[src/rtl/pcie_tlp_tx_arbiter_pkg.sv]
// Shared types and constants for the PCIe TLP transmit arbiter.
// Latency: none; this file holds only types, constants and helpers.
// Backpressure: not applicable.
package pcie_tlp_tx_arbiter_pkg;

    localparam int PIPE_DATA_WIDTH = 256;
    localparam int NUM_TX_SRC      = 3;
    localparam int SRC_IDX_W       = 2;

    // Class encoding matches the source bit index: P, NP, Cpl.
    typedef enum logic [1:0] {
        FC_P   = 2'd0,
        FC_NP  = 2'd1,
        FC_CPL = 2'd2
    } fc_class_e;

    typedef enum logic {
        ARB_IDLE = 1'b0,
        ARB_BUSY = 1'b1
    } tx_arb_state_e;

    function automatic logic [SRC_IDX_W-1:0] onehot_to_idx(input logic [NUM_TX_SRC-1:0] oh);
        logic [SRC_IDX_W-1:0] idx;
        idx = '0;
        for (int i = 0; i < NUM_TX_SRC; i++) begin
            if (oh[i]) begin
                idx = SRC_IDX_W'(i);
            end
        end
        return idx;
    endfunction

endpackage

[src/rtl/pcie_rr_arbiter.sv]
// Round-robin one-hot picker; search starts one past the previous winner.
// Latency: purely combinational.
// Backpressure: none; the caller decides when the pick is consumed.
module pcie_rr_arbiter #(
    parameter int N = 3
) (
    input  logic [N-1:0]         eligible,
    input  logic [$clog2(N)-1:0] last_grant,
    output logic [N-1:0]         pick,
    output logic                 any
);

    localparam int IW = $clog2(N);

    logic found;

    function automatic logic [IW-1:0] wrap(input int v);
        return IW'(v % N);
    endfunction

    always_comb begin
        pick  = '0;
        found = 1'b0;
        for (int k = 1; k <= N; k++) begin
            if (!found && eligible[wrap(int'(last_grant) + k)]) begin
                pick[wrap(int'(last_grant) + k)] = 1'b1;
                found = 1'b1;
            end
        end
    end

    assign any = |eligible;

endmodule

[src/rtl/pcie_tlp_tx_arbiter.sv]
// Shares the TLP transmit path among P/NP/Cpl sources, whole packets, gated by header credits.
// Latency: one IDLE cycle to arbitrate, then a combinational pass-through of the granted source.
// Backpressure: tx_ready_i is returned only to the granted source; others see ready low.
module pcie_tlp_tx_arbiter
    import pcie_tlp_tx_arbiter_pkg::*;
#(
    parameter int DATA_WIDTH = PIPE_DATA_WIDTH,
    parameter int CRED_WIDTH = 8
) (
    input  logic                             clk,
    input  logic                             rst_n,
    input  logic [NUM_TX_SRC-1:0]            src_valid_i,
    input  logic [NUM_TX_SRC*DATA_WIDTH-1:0] src_data_i,
    input  logic [NUM_TX_SRC-1:0]            src_last_i,
    output logic [NUM_TX_SRC-1:0]            src_ready_o,
    output logic                             tx_valid_o,
    output logic [DATA_WIDTH-1:0]            tx_data_o,
    output logic                             tx_last_o,
    input  logic                             tx_ready_i,
    input  logic                             fc_init_valid_i,
    input  logic                             fc_upd_valid_i,
    input  logic [1:0]                       fc_class_i,
    input  logic [CRED_WIDTH-1:0]            fc_value_i,
    output logic [NUM_TX_SRC*CRED_WIDTH-1:0] hdr_cred_o
);

    tx_arb_state_e         state;
    logic [SRC_IDX_W-1:0]  grant;
    logic [SRC_IDX_W-1:0]  last_grant;
    logic [DATA_WIDTH-1:0] src_data [NUM_TX_SRC];
    logic [CRED_WIDTH-1:0] hdr_cred [NUM_TX_SRC];
    logic [NUM_TX_SRC-1:0] eligible;
    logic [NUM_TX_SRC-1:0] pick;
    logic [NUM_TX_SRC-1:0] consume;
    logic                  pick_any;
    logic                  pkt_done;

    for (genvar i = 0; i < NUM_TX_SRC; i++) begin : g_src
        assign src_data[i] = src_data_i[i*DATA_WIDTH +: DATA_WIDTH];
        assign eligible[i] = src_valid_i[i] & (hdr_cred[i] != '0);
        assign hdr_cred_o[i*CRED_WIDTH +: CRED_WIDTH] = hdr_cred[i];
    end

    pcie_rr_arbiter #(
        .N (NUM_TX_SRC)
    ) u_rr (
        .eligible   (eligible),
        .last_grant (last_grant),
        .pick       (pick),
        .any        (pick_any)
    );

    // A header credit is spent at the moment of grant, never per beat.
    assign consume = (state == ARB_IDLE) ? pick : '0;

    always_comb begin
        tx_valid_o  = 1'b0;
        tx_data_o   = '0;
        tx_last_o   = 1'b0;
        src_ready_o = '0;
        if (state == ARB_BUSY) begin
            tx_valid_o         = src_valid_i[grant];
            tx_data_o          = src_data[grant];
            tx_last_o          = src_last_i[grant];
            src_ready_o[grant] = tx_ready_i;
        end
    end

    assign pkt_done = (state == ARB_BUSY) & tx_valid_o & tx_ready_i & tx_last_o;

    // Grant is held through bubbles until the last beat is accepted.
    always_ff @(posedge clk or negedge rst_n) begin
        if (!rst_n) begin
            state      <= ARB_IDLE;
            grant      <= '0;
            last_grant <= SRC_IDX_W'(NUM_TX_SRC - 1);
        end else begin
            case (state)
                ARB_IDLE: begin
                    if (pick_any) begin
                        grant <= onehot_to_idx(pick);
                        state <= ARB_BUSY;
                    end
                end
                ARB_BUSY: begin
                    if (pkt_done) begin
                        last_grant <= grant;
                        state      <= ARB_IDLE;
                    end
                end
            endcase
        end
    end

    // Init overrides update; the grant-time consume applies on top of either.
    function automatic logic [CRED_WIDTH-1:0] cred_next(
        input logic [CRED_WIDTH-1:0] cur,
        input logic                  ld,
        input logic                  add,
        input logic                  take,
        input logic [CRED_WIDTH-1:0] val
    );
        logic [CRED_WIDTH:0] sum;
        if (ld) begin
            sum = {1'b0, val};
        end else if (add) begin
            sum = {1'b0, cur} + {1'b0, val};
        end else begin
            sum = {1'b0, cur};
        end
        if (take && (sum != '0)) begin
            sum = sum - (CRED_WIDTH+1)'(1);
        end
        return sum[CRED_WIDTH] ? '1 : sum[CRED_WIDTH-1:0];
    endfunction

    always_ff @(posedge clk or negedge rst_n) begin
        if (!rst_n) begin
            for (int c = 0; c < NUM_TX_SRC; c++) begin
                hdr_cred[c] <= '0;
            end
        end else begin
            for (int c = 0; c < NUM_TX_SRC; c++) begin
                hdr_cred[c] <= cred_next(hdr_cred[c],
                                         fc_init_valid_i && (fc_class_i == SRC_IDX_W'(c)),
                                         fc_upd_valid_i  && (fc_class_i == SRC_IDX_W'(c)),
                                         consume[c],
                                         fc_value_i);
            end
        end
    end

endmodule

[config.mk]
export PLATFORM = sky130hd
export DESIGN_NAME = pcie_tlp_tx_arbiter
export DESIGN_NICKNAME = d
export VERILOG_FILES = /design/src/rtl/pcie_tlp_tx_arbiter_pkg.sv /design/src/rtl/pcie_rr_arbiter.sv /design/src/rtl/pcie_tlp_tx_arbiter.sv
export SDC_FILE = /design/constraint.sdc
export NUM_CORES = 1
export LEC_CHECK = 0
export BUFFER_PORTS_ARGS = -buffer_cell sky130_fd_sc_hd__buf_4
export CORE_AREA = 4 4 421 423
export DETAILED_ROUTE_END_ITERATION = 8
export DIE_AREA = 0 0 425 427
export HOLD_SLACK_MARGIN = 0.03
export PLACE_DENSITY = 0.3
export SYNTH_ARGS = -nofsm -noshare
export SYNTH_HDL_FRONTEND = slang
export SYNTH_SLANG_ARGS = --single-unit
[constraint.sdc]
create_clock -name clk -period 6.55 [get_ports clk]
set_clock_uncertainty 0.1 [all_clocks]
set_input_delay 1.31 -clock clk [delete_from_list [all_inputs] [get_ports clk]]
set_output_delay 1.31 -clock clk [all_outputs]
set_load 0.005 [all_outputs]
==> flow_summary_export.csv, run 1 <==
group,metric,value,unit
outcome,status,"completed",
placement,number_of_buffers_inserted_by_port_buffering,1073,
finish,fraction_of_layout_cells_with_a_size_suffix_above_1,44.1,%
setup_path,setup.reg_to_reg.worst_slack,2550,ps
power,power.density_cell_area,361,nW/µm²
setup_path,crit_required,6570,ps
placement,dp_hpwl,121,mm
floorplanning,die_y,427,µm
setup_path,timing.critical_path.from,"fc_value_i[0]",
job,max_cap_violations,0,
setup_path,reg_to_reg_critical_path_startpoint,"hdr_cred_o[20]$_DFF_PN0_",
logic_synthesis,synth-edff-count,0,
logic_synthesis,yosys_most_used_dff,"sky130_fd_sc_hd__dfrtp_1",
clock_tree,cts_resized,0,
logic_synthesis,synth_cells,1602,
clock_tree,numCtsBuffers,5,
clock_tree,count_of_hold_buffers_inserted_by_post_cts_repair,0,
logic_synthesis,yosysSeqAreaShare,6.80,%
power,p_sw_share,57.2,%
clock_tree,cts.root.buffer_cell,"sky130_fd_sc_hd__clkbuf_16",
global_routing,via_count_of_the_first_global_routing_pass,16076,
logic_synthesis,asyncSetResetFlopFracSynth,100,%
clock_tree,clock_path_buffers,2,
setup_path,worstRegToRegCells,8,
power,power.switching,4450,µW
power,p_seq_share,6.7,%
global_routing,groute.usage.overall,13.7,%
sta,setup_total_negative_slack,0,ps
worst_hold_path,startpoint_of_the_worst_hold_path,"last_grant[0]$_DFFE_PN0P_",
sta,grt_setup_unrepaired,"no",
sta,timing.final.hold_violations,0,
logic_synthesis,post_synth_num_cell_types,80,
logic_synthesis,synth.avg_cell_area,6.67,µm²
clock_tree,clkSlewWorstSetupHoldPaths,50,ps
route,dr.first_iter.drc_count,915,
global_routing,grt_antenna_before_repair,80,
floorplanning,initial_core_util,6.16,%
route,antenna_left,0,
power,p_leak,0.00917,µW
worst_hold_path,min_to,"last_grant[0]$_DFFE_PN0P_",
placement,gp_routability_congestion,0.890,
power,internal,3330,µW
floorplanning,die_area,181000,µm²
finish,stdcell_count,4916,
route,routedWlPerCell,27.4,µm
setup_path,startpoint_type,"primary input",
global_routing,grt_max_degree,167,
setup_path,worst_ep_arrival_time,4610,ps
finish,flow.area_growth_from_synthesis,102,%
logic_synthesis,synth_fp_nets,2428,
sta,report.final.slew_viol_count,0,
global_routing,grt_pass1_wl,165,mm
route,dr.pass1.iters,5,
floorplanning,die_width,425,µm
sta,max_slew.worst_pin.slew,1280,ps
clock_tree,tritoncts,"done",
route,remaining_drc_errors,0,
logic_synthesis,number_of_synthesized_register_bits,29,
power,power.share.combinational,90.3,%
worst_hold_path,whs_path_depth,1,
setup_path,worst_r2r_endpoint,"hdr_cred_o[13]$_DFF_PN0_",
sta,setup_viol,0,
setup_path,setup.worst_path.end_class,"flop",
finish,final_net_count,3400,
worst_hold_path,min_path_type,"reg2reg",
finish,multi_input_comb_area,9440,µm²
sta,final.min_clock_period,4580,ps
power,peakVddDrop,127,µV
floorplanning,floorplan.rows,153,
route,route.vias.total,16189,
clock_tree,clkLatencyLatePin,290,ps
power,clkPwrFrac,3.0,%
logic_synthesis,syn_area,10700,µm²
placement,post-place-cells,4892,
sta,post-route-period-util,70.0,%
setup_path,critPathMaxFanout,9,
clock_tree,cts_sinks,29,
logic_synthesis,synth_warnings,0,
global_routing,grt_remaining_overflow,0,
floorplanning,io_pins,1074,
clock_tree,htree_num_levels,2,
sta,timing.slew.headroom,13.7,%
sta,fmax,218,MHz
finish,final-seq-area,738,µm²
route,routed_via_density,3.29,
floorplanning,core-area,173000,µm²
setup_path,setup.worst_path.class,"in2reg",
route,totalWireLength,135,mm
clock_tree,postCtsSetupRepairBufs,0,
finish,layout.filler_cells,20454,
-- synthesized netlist by cell type, types with 12 or more instances --
cell type | count | area, µm²
sky130_fd_sc_hd__a211oi_1 | 14 | 105
sky130_fd_sc_hd__nand3_1 | 18 | 90.1
sky130_fd_sc_hd__buf_1 | 13 | 48.8
sky130_fd_sc_hd__and2_1 | 264 | 1650
sky130_fd_sc_hd__nor2_1 | 25 | 93.8
sky130_fd_sc_hd__o21ai_0 | 282 | 1410
sky130_fd_sc_hd__o211ai_1 | 12 | 90.1
sky130_fd_sc_hd__nand2b_1 | 12 | 75.1
sky130_fd_sc_hd__mux2i_1 | 267 | 2670
sky130_fd_sc_hd__dfrtp_1 | 28 | 701
sky130_fd_sc_hd__a21oi_1 | 24 | 120
sky130_fd_sc_hd__nand2_1 | 295 | 1110
sky130_fd_sc_hd__clkbuf_1 | 107 | 402
sky130_fd_sc_hd__nor3_1 | 12 | 60.1
sky130_fd_sc_hd__ha_1 | 34 | 425
-- cell type report --
type                    instances  area share, %
clock buffers                   7          0.661
repair buffers               1090           38.3
inverters                       8          0.139
well taps                    2325           13.5
multi-input cells            1440           43.8
diodes                         17          0.197
flip-flops and latches         29           3.42
-- power by group through the flow --
| stage | clock (µW) | combinational [µW] | sequential, µW |
|---|---|---|---|
| 3_5_place_dp | 0 | 7300 | 545 |
| 4_1_cts | 243 | 7320 | 546 |
| 6_report | 234 | 7030 | 520 |
| 2_1_floorplan | 0 | 3040 | 355 |
| 5_1_grt | 249 | 7730 | 554 |
| 3_3_place_gp | 0 | 7310 | 550 |
-- cells in the final DEF (no fill, tap or decap), types with 6 or more instances in the layout --
cell,netlist,routed
sky130_fd_sc_hd__a211oi_1,14,14
sky130_fd_sc_hd__a21o_1,9,9
sky130_fd_sc_hd__a21oi_1,24,24
sky130_fd_sc_hd__and2_1,264,264
sky130_fd_sc_hd__and3_1,6,6
sky130_fd_sc_hd__buf_12,0,7
sky130_fd_sc_hd__buf_4,0,1083
sky130_fd_sc_hd__dfrtp_1,28,25
sky130_fd_sc_hd__diode_2,0,17
sky130_fd_sc_hd__ha_1,34,34
sky130_fd_sc_hd__inv_1,8,8
sky130_fd_sc_hd__mux2_2,7,7
sky130_fd_sc_hd__mux2i_1,267,267
sky130_fd_sc_hd__nand2_1,295,295
sky130_fd_sc_hd__nand2b_1,12,12
sky130_fd_sc_hd__nand3_1,18,18
sky130_fd_sc_hd__nand3b_1,6,6
sky130_fd_sc_hd__nor2_1,25,25
sky130_fd_sc_hd__nor2b_1,8,7
sky130_fd_sc_hd__nor3_1,12,12
sky130_fd_sc_hd__nor4_1,7,7
sky130_fd_sc_hd__o211ai_1,12,12
sky130_fd_sc_hd__o21ai_0,282,282
sky130_fd_sc_hd__o31ai_1,7,7
sky130_fd_sc_hd__xnor2_1,10,10
sky130_fd_sc_hd__xor2_1,7,7
-- logic make-up after synthesis --
group / Yosys count / synth area share (%)
simple gates: 694 / 33.6
mux: 275 / 25.9
flops: 29 / 6.80
buf+inv: 133 / 4.95
compound gates: 417 / 22.8
xor+xnor: 17 / 1.39
fa+ha+maj: 37 / 4.54
-- per-stage QoR --
step / area (µm²) / total power, µW / util, % / hold WS (ps) / worst slack (ps)
final: 21600 / 7780 / 12.4 / 479 / 1970
after global routing: 21500 / 8530 / 12.4 / 494 / 1580
after CTS: 21500 / 8110 / 12.4 / 485 / 1950
after detailed placement: 21400 / 7850 / 12.3 / 475 / 1700
after global placement: 21400 / 7860 / 12.3 / 473 / 1740
after floorplan: 10700 / 3390 / - / 438 / 2320
-- worst max path at each step --
stage	end	cells past startpoint	slack (ps)
CTS	tx_data_o[81]	6	1950
finish	hdr_cred_o[15]$_DFF_PN0_	11	1970
global placement	hdr_cred_o[13]$_DFF_PN0_	11	1740
detailed placement	hdr_cred_o[11]$_DFF_PN0_	11	1700
global route	hdr_cred_o[15]$_DFF_PN0_	11	1580
floorplan	hdr_cred_o[15]$_DFF_PN0_	10	2320
-- metal layers --
metal | vias up | GRT usage (%) | wire [µm]
li1 | 7619 | - | -
met1 | 7699 | 15.7 | 51700
met2 | 726 | 23.7 | 65300
met3 | 133 | 5.68 | 13700
met4 | 12 | 3.15 | 3870
met5 | - | 0 | 80
-- worst max-delay path: stages --
cell,delay [ps]
sky130_fd_sc_hd__buf_4,140
sky130_fd_sc_hd__ha_1,240
sky130_fd_sc_hd__fa_1,430
sky130_fd_sc_hd__xor2_1,180
sky130_fd_sc_hd__mux2_2,260
sky130_fd_sc_hd__mux2i_1,260
sky130_fd_sc_hd__nor2b_1,300
sky130_fd_sc_hd__nand4b_1,280
sky130_fd_sc_hd__o31ai_1,910
sky130_fd_sc_hd__or4_1,210
sky130_fd_sc_hd__nand3_1,90
-- sequential cells by signal (all words and copies together), names as in the netlist --
signal      cells
last_grant      2
hdr_cred_o     24
state           1
grant           2
Note: power is estimated with default switching activity, not from simulation.
==> run 2, diff against run 1 <==
CORE_AREA = 4 4 411 413   (was 4 4 421 423)
DIE_AREA = 0 0 415 417   (was 0 0 425 427)
clock period = 4 ns   (was 6.55 ns; I/O delays follow)
==> run 2 against run 1 <==
Compared with the run above:
- die area down 4.6%
- via count down 0.60%
- register-to-register slack worse by 2300 ps
- critical path type is now reg2reg
- highest routed layer unchanged
==> flow_summary_export.csv, run 2 (synthesized netlist as in run 1, its figures left out) <==
group,metric,value,unit
outcome,status,"completed",
route,routed_via_density,3.34,
sta,max_slew.worst_pin.slew,706,ps
route,totalWireLength,131,mm
finish,layout.core_utilization,13.2,%
finish,final-seq-area,738,µm²
job,max_cap_violations,0,
setup_path,worst_ep_arrival_time,3820,ps
clock_tree,htree_num_levels,2,
sta,post-route-period-util,94.2,%
finish,post-route-cell-area,21800,µm²
route,highest_layer,"met5",
setup_path,critPathMaxFanout,7,
clock_tree,numCtsBuffers,5,
setup_path,crit_required,4050,ps
clock_tree,clkLatencyLatePin,280,ps
finish,largest_register_ffs,24,
power,power.density_cell_area,595,nW/µm²
clock_tree,cts.root.buffer_cell,"sky130_fd_sc_hd__clkbuf_16",
clock_tree,tritoncts,"done",
route,met1_length,50.8,mm
power,design_power_total,13000,µW
sta,setup_viol,0,
setup_path,setup.worst_path.class,"reg2reg",
worst_hold_path,min_path_type,"in2async",
placement,dpl-instance-area,21600,µm²
power,p_leak,0.00938,µW
clock_tree,count_of_hold_buffers_inserted_by_post_cts_repair,0,
finish,layout.cells.most_common_list,"sky130_fd_sc_hd__buf_4, sky130_fd_sc_hd__nand2_1, sky130_fd_sc_hd__o21ai_0, sky130_fd_sc_hd__mux2i_1, sky130_fd_sc_hd__and2_1",
power,peakVddDrop,228,µV
clock_tree,cts_sinks,29,
global_routing,grt_remaining_overflow,0,
placement,number_of_buffers_inserted_by_port_buffering,1073,
setup_path,setup.worst_path.end_class,"flop",
finish,most_common_library_cell_in_the_layout_ignoring_fill_and_taps,"sky130_fd_sc_hd__buf_4",
sta,timing.slew.headroom,51.6,%
route,dr.first_iter.drc_count,862,
route,dr_wl_met2,64.0,mm
finish,multi_input_comb_area,9440,µm²
global_routing,via_count_of_the_first_global_routing_pass,16873,
route,routed-wl-met3,12.8,mm
clock_tree,postCtsSetupRepairBufs,0,
sta,fmax,265,MHz
clock_tree,clock_path_buffers,2,
sta,grt_setup_unrepaired,"no",
floorplanning,floorplan.rows,149,
placement,dp_hpwl,118,mm
clock_tree,clkSlewWorstSetupHoldPaths,60,ps
global_routing,grt_pass1_wl,165,mm
floorplanning,die_area,173000,µm²
clock_tree,cts_resized,0,
sta,final.min_clock_period,3770,ps
route,routedWlPerCell,27.2,µm
route,remaining_drc_errors,0,
global_routing,grt_max_degree,94,
floorplanning,initial_core_util,6.49,%
placement,gp_routability_congestion,0.915,
global_routing,groute.usage.overall,14.1,%
finish,layout.filler_cells,19326,
setup_path,startpoint_type,"flop",
route,antenna_left,0,
sta,setup_total_negative_slack,0,ps
floorplanning,core-area,165000,µm²
route,dr.pass1.iters,5,
global_routing,grt_antenna_before_repair,53,
sta,timing.final.hold_violations,0,
finish,fraction_of_layout_cells_with_a_size_suffix_above_1,44.9,%
floorplanning,io_pins,1074,
floorplanning,die_width,415,µm
route,route.vias.total,16092,
finish,flow.area_growth_from_synthesis,104,%
sta,report.final.slew_viol_count,0,
finish,final_net_count,3437,
floorplanning,die_y,417,µm
==> run 2: worst paths after layout <==
check                           cells after the start  slack [ps]                        end                 startpoint
worst max-delay path                                9         230   hdr_cred_o[15]$_DFF_PN0_   hdr_cred_o[21]$_DFF_PN0_
worst min-delay path                                1         350   hdr_cred_o[17]$_DFF_PN0_                      rst_n
worst max register to register                      9         230   hdr_cred_o[15]$_DFF_PN0_   hdr_cred_o[21]$_DFF_PN0_
worst min register to register                      1         500  last_grant[0]$_DFFE_PN0P_  last_grant[0]$_DFFE_PN0P_
max in group asynchronous                           1        3060            state$_DFF_PN0_                      rst_n
min in group clk                                    1         500  last_grant[0]$_DFFE_PN0P_  last_grant[0]$_DFFE_PN0P_
==> run 2: layer usage <==
layer / global-route usage (%) / up-vias
met5: 0 / -
met4: 4.12 / 16
met3: 6.05 / 102
met2: 24.0 / 618
met1: 15.9 / 7680
li1: - / 7676
==> run 2: layout make-up <==
class	count	area share, %
Tap cell	2189	12.6
Inverter	8	0.138
Clock inverter	1	0.138
Antenna cell	16	0.184
Sequential cell	29	3.39
Clock buffer	7	0.655
Timing Repair Buffer	1127	39.6
Multi-Input combinational cell	1440	43.3
==> run 2: where the power goes <==
| part | total [µW] | switching (µW) | internal [µW] |
|---|---|---|---|
| Sequential | 763 | 320 | 443 |
| Clock | 454 | 143 | 311 |
| Combinational | 11700 | 6740 | 5000 |
| Total | 13000 | 7200 | 5760 |
==> run 2: per-stage QoR <==
| step | hold WS [ps] | cells | worst slack [ps] |
|---|---|---|---|
| floorplan | 404 | 1602 | 281 |
| global placement | 476 | 4793 | 118 |
| detailed placement | 492 | 4793 | 116 |
| CTS | 385 | 4801 | 189 |
| global route | 390 | 4810 | 0.766 |
| finish | 352 | 4817 | 232 |
==> run 2: critical path, stage by stage (launching register included) <==
cell and delay (ps):
sky130_fd_sc_hd__dfrtp_1 440, sky130_fd_sc_hd__or4_2 760, sky130_fd_sc_hd__o21a_1 310, sky130_fd_sc_hd__a2111oi_0 700, sky130_fd_sc_hd__a211oi_1 220, sky130_fd_sc_hd__a21oi_1 340, sky130_fd_sc_hd__nor3b_1 270, sky130_fd_sc_hd__mux2i_1 250
sky130_fd_sc_hd__buf_4 170, sky130_fd_sc_hd__nand3_1 70
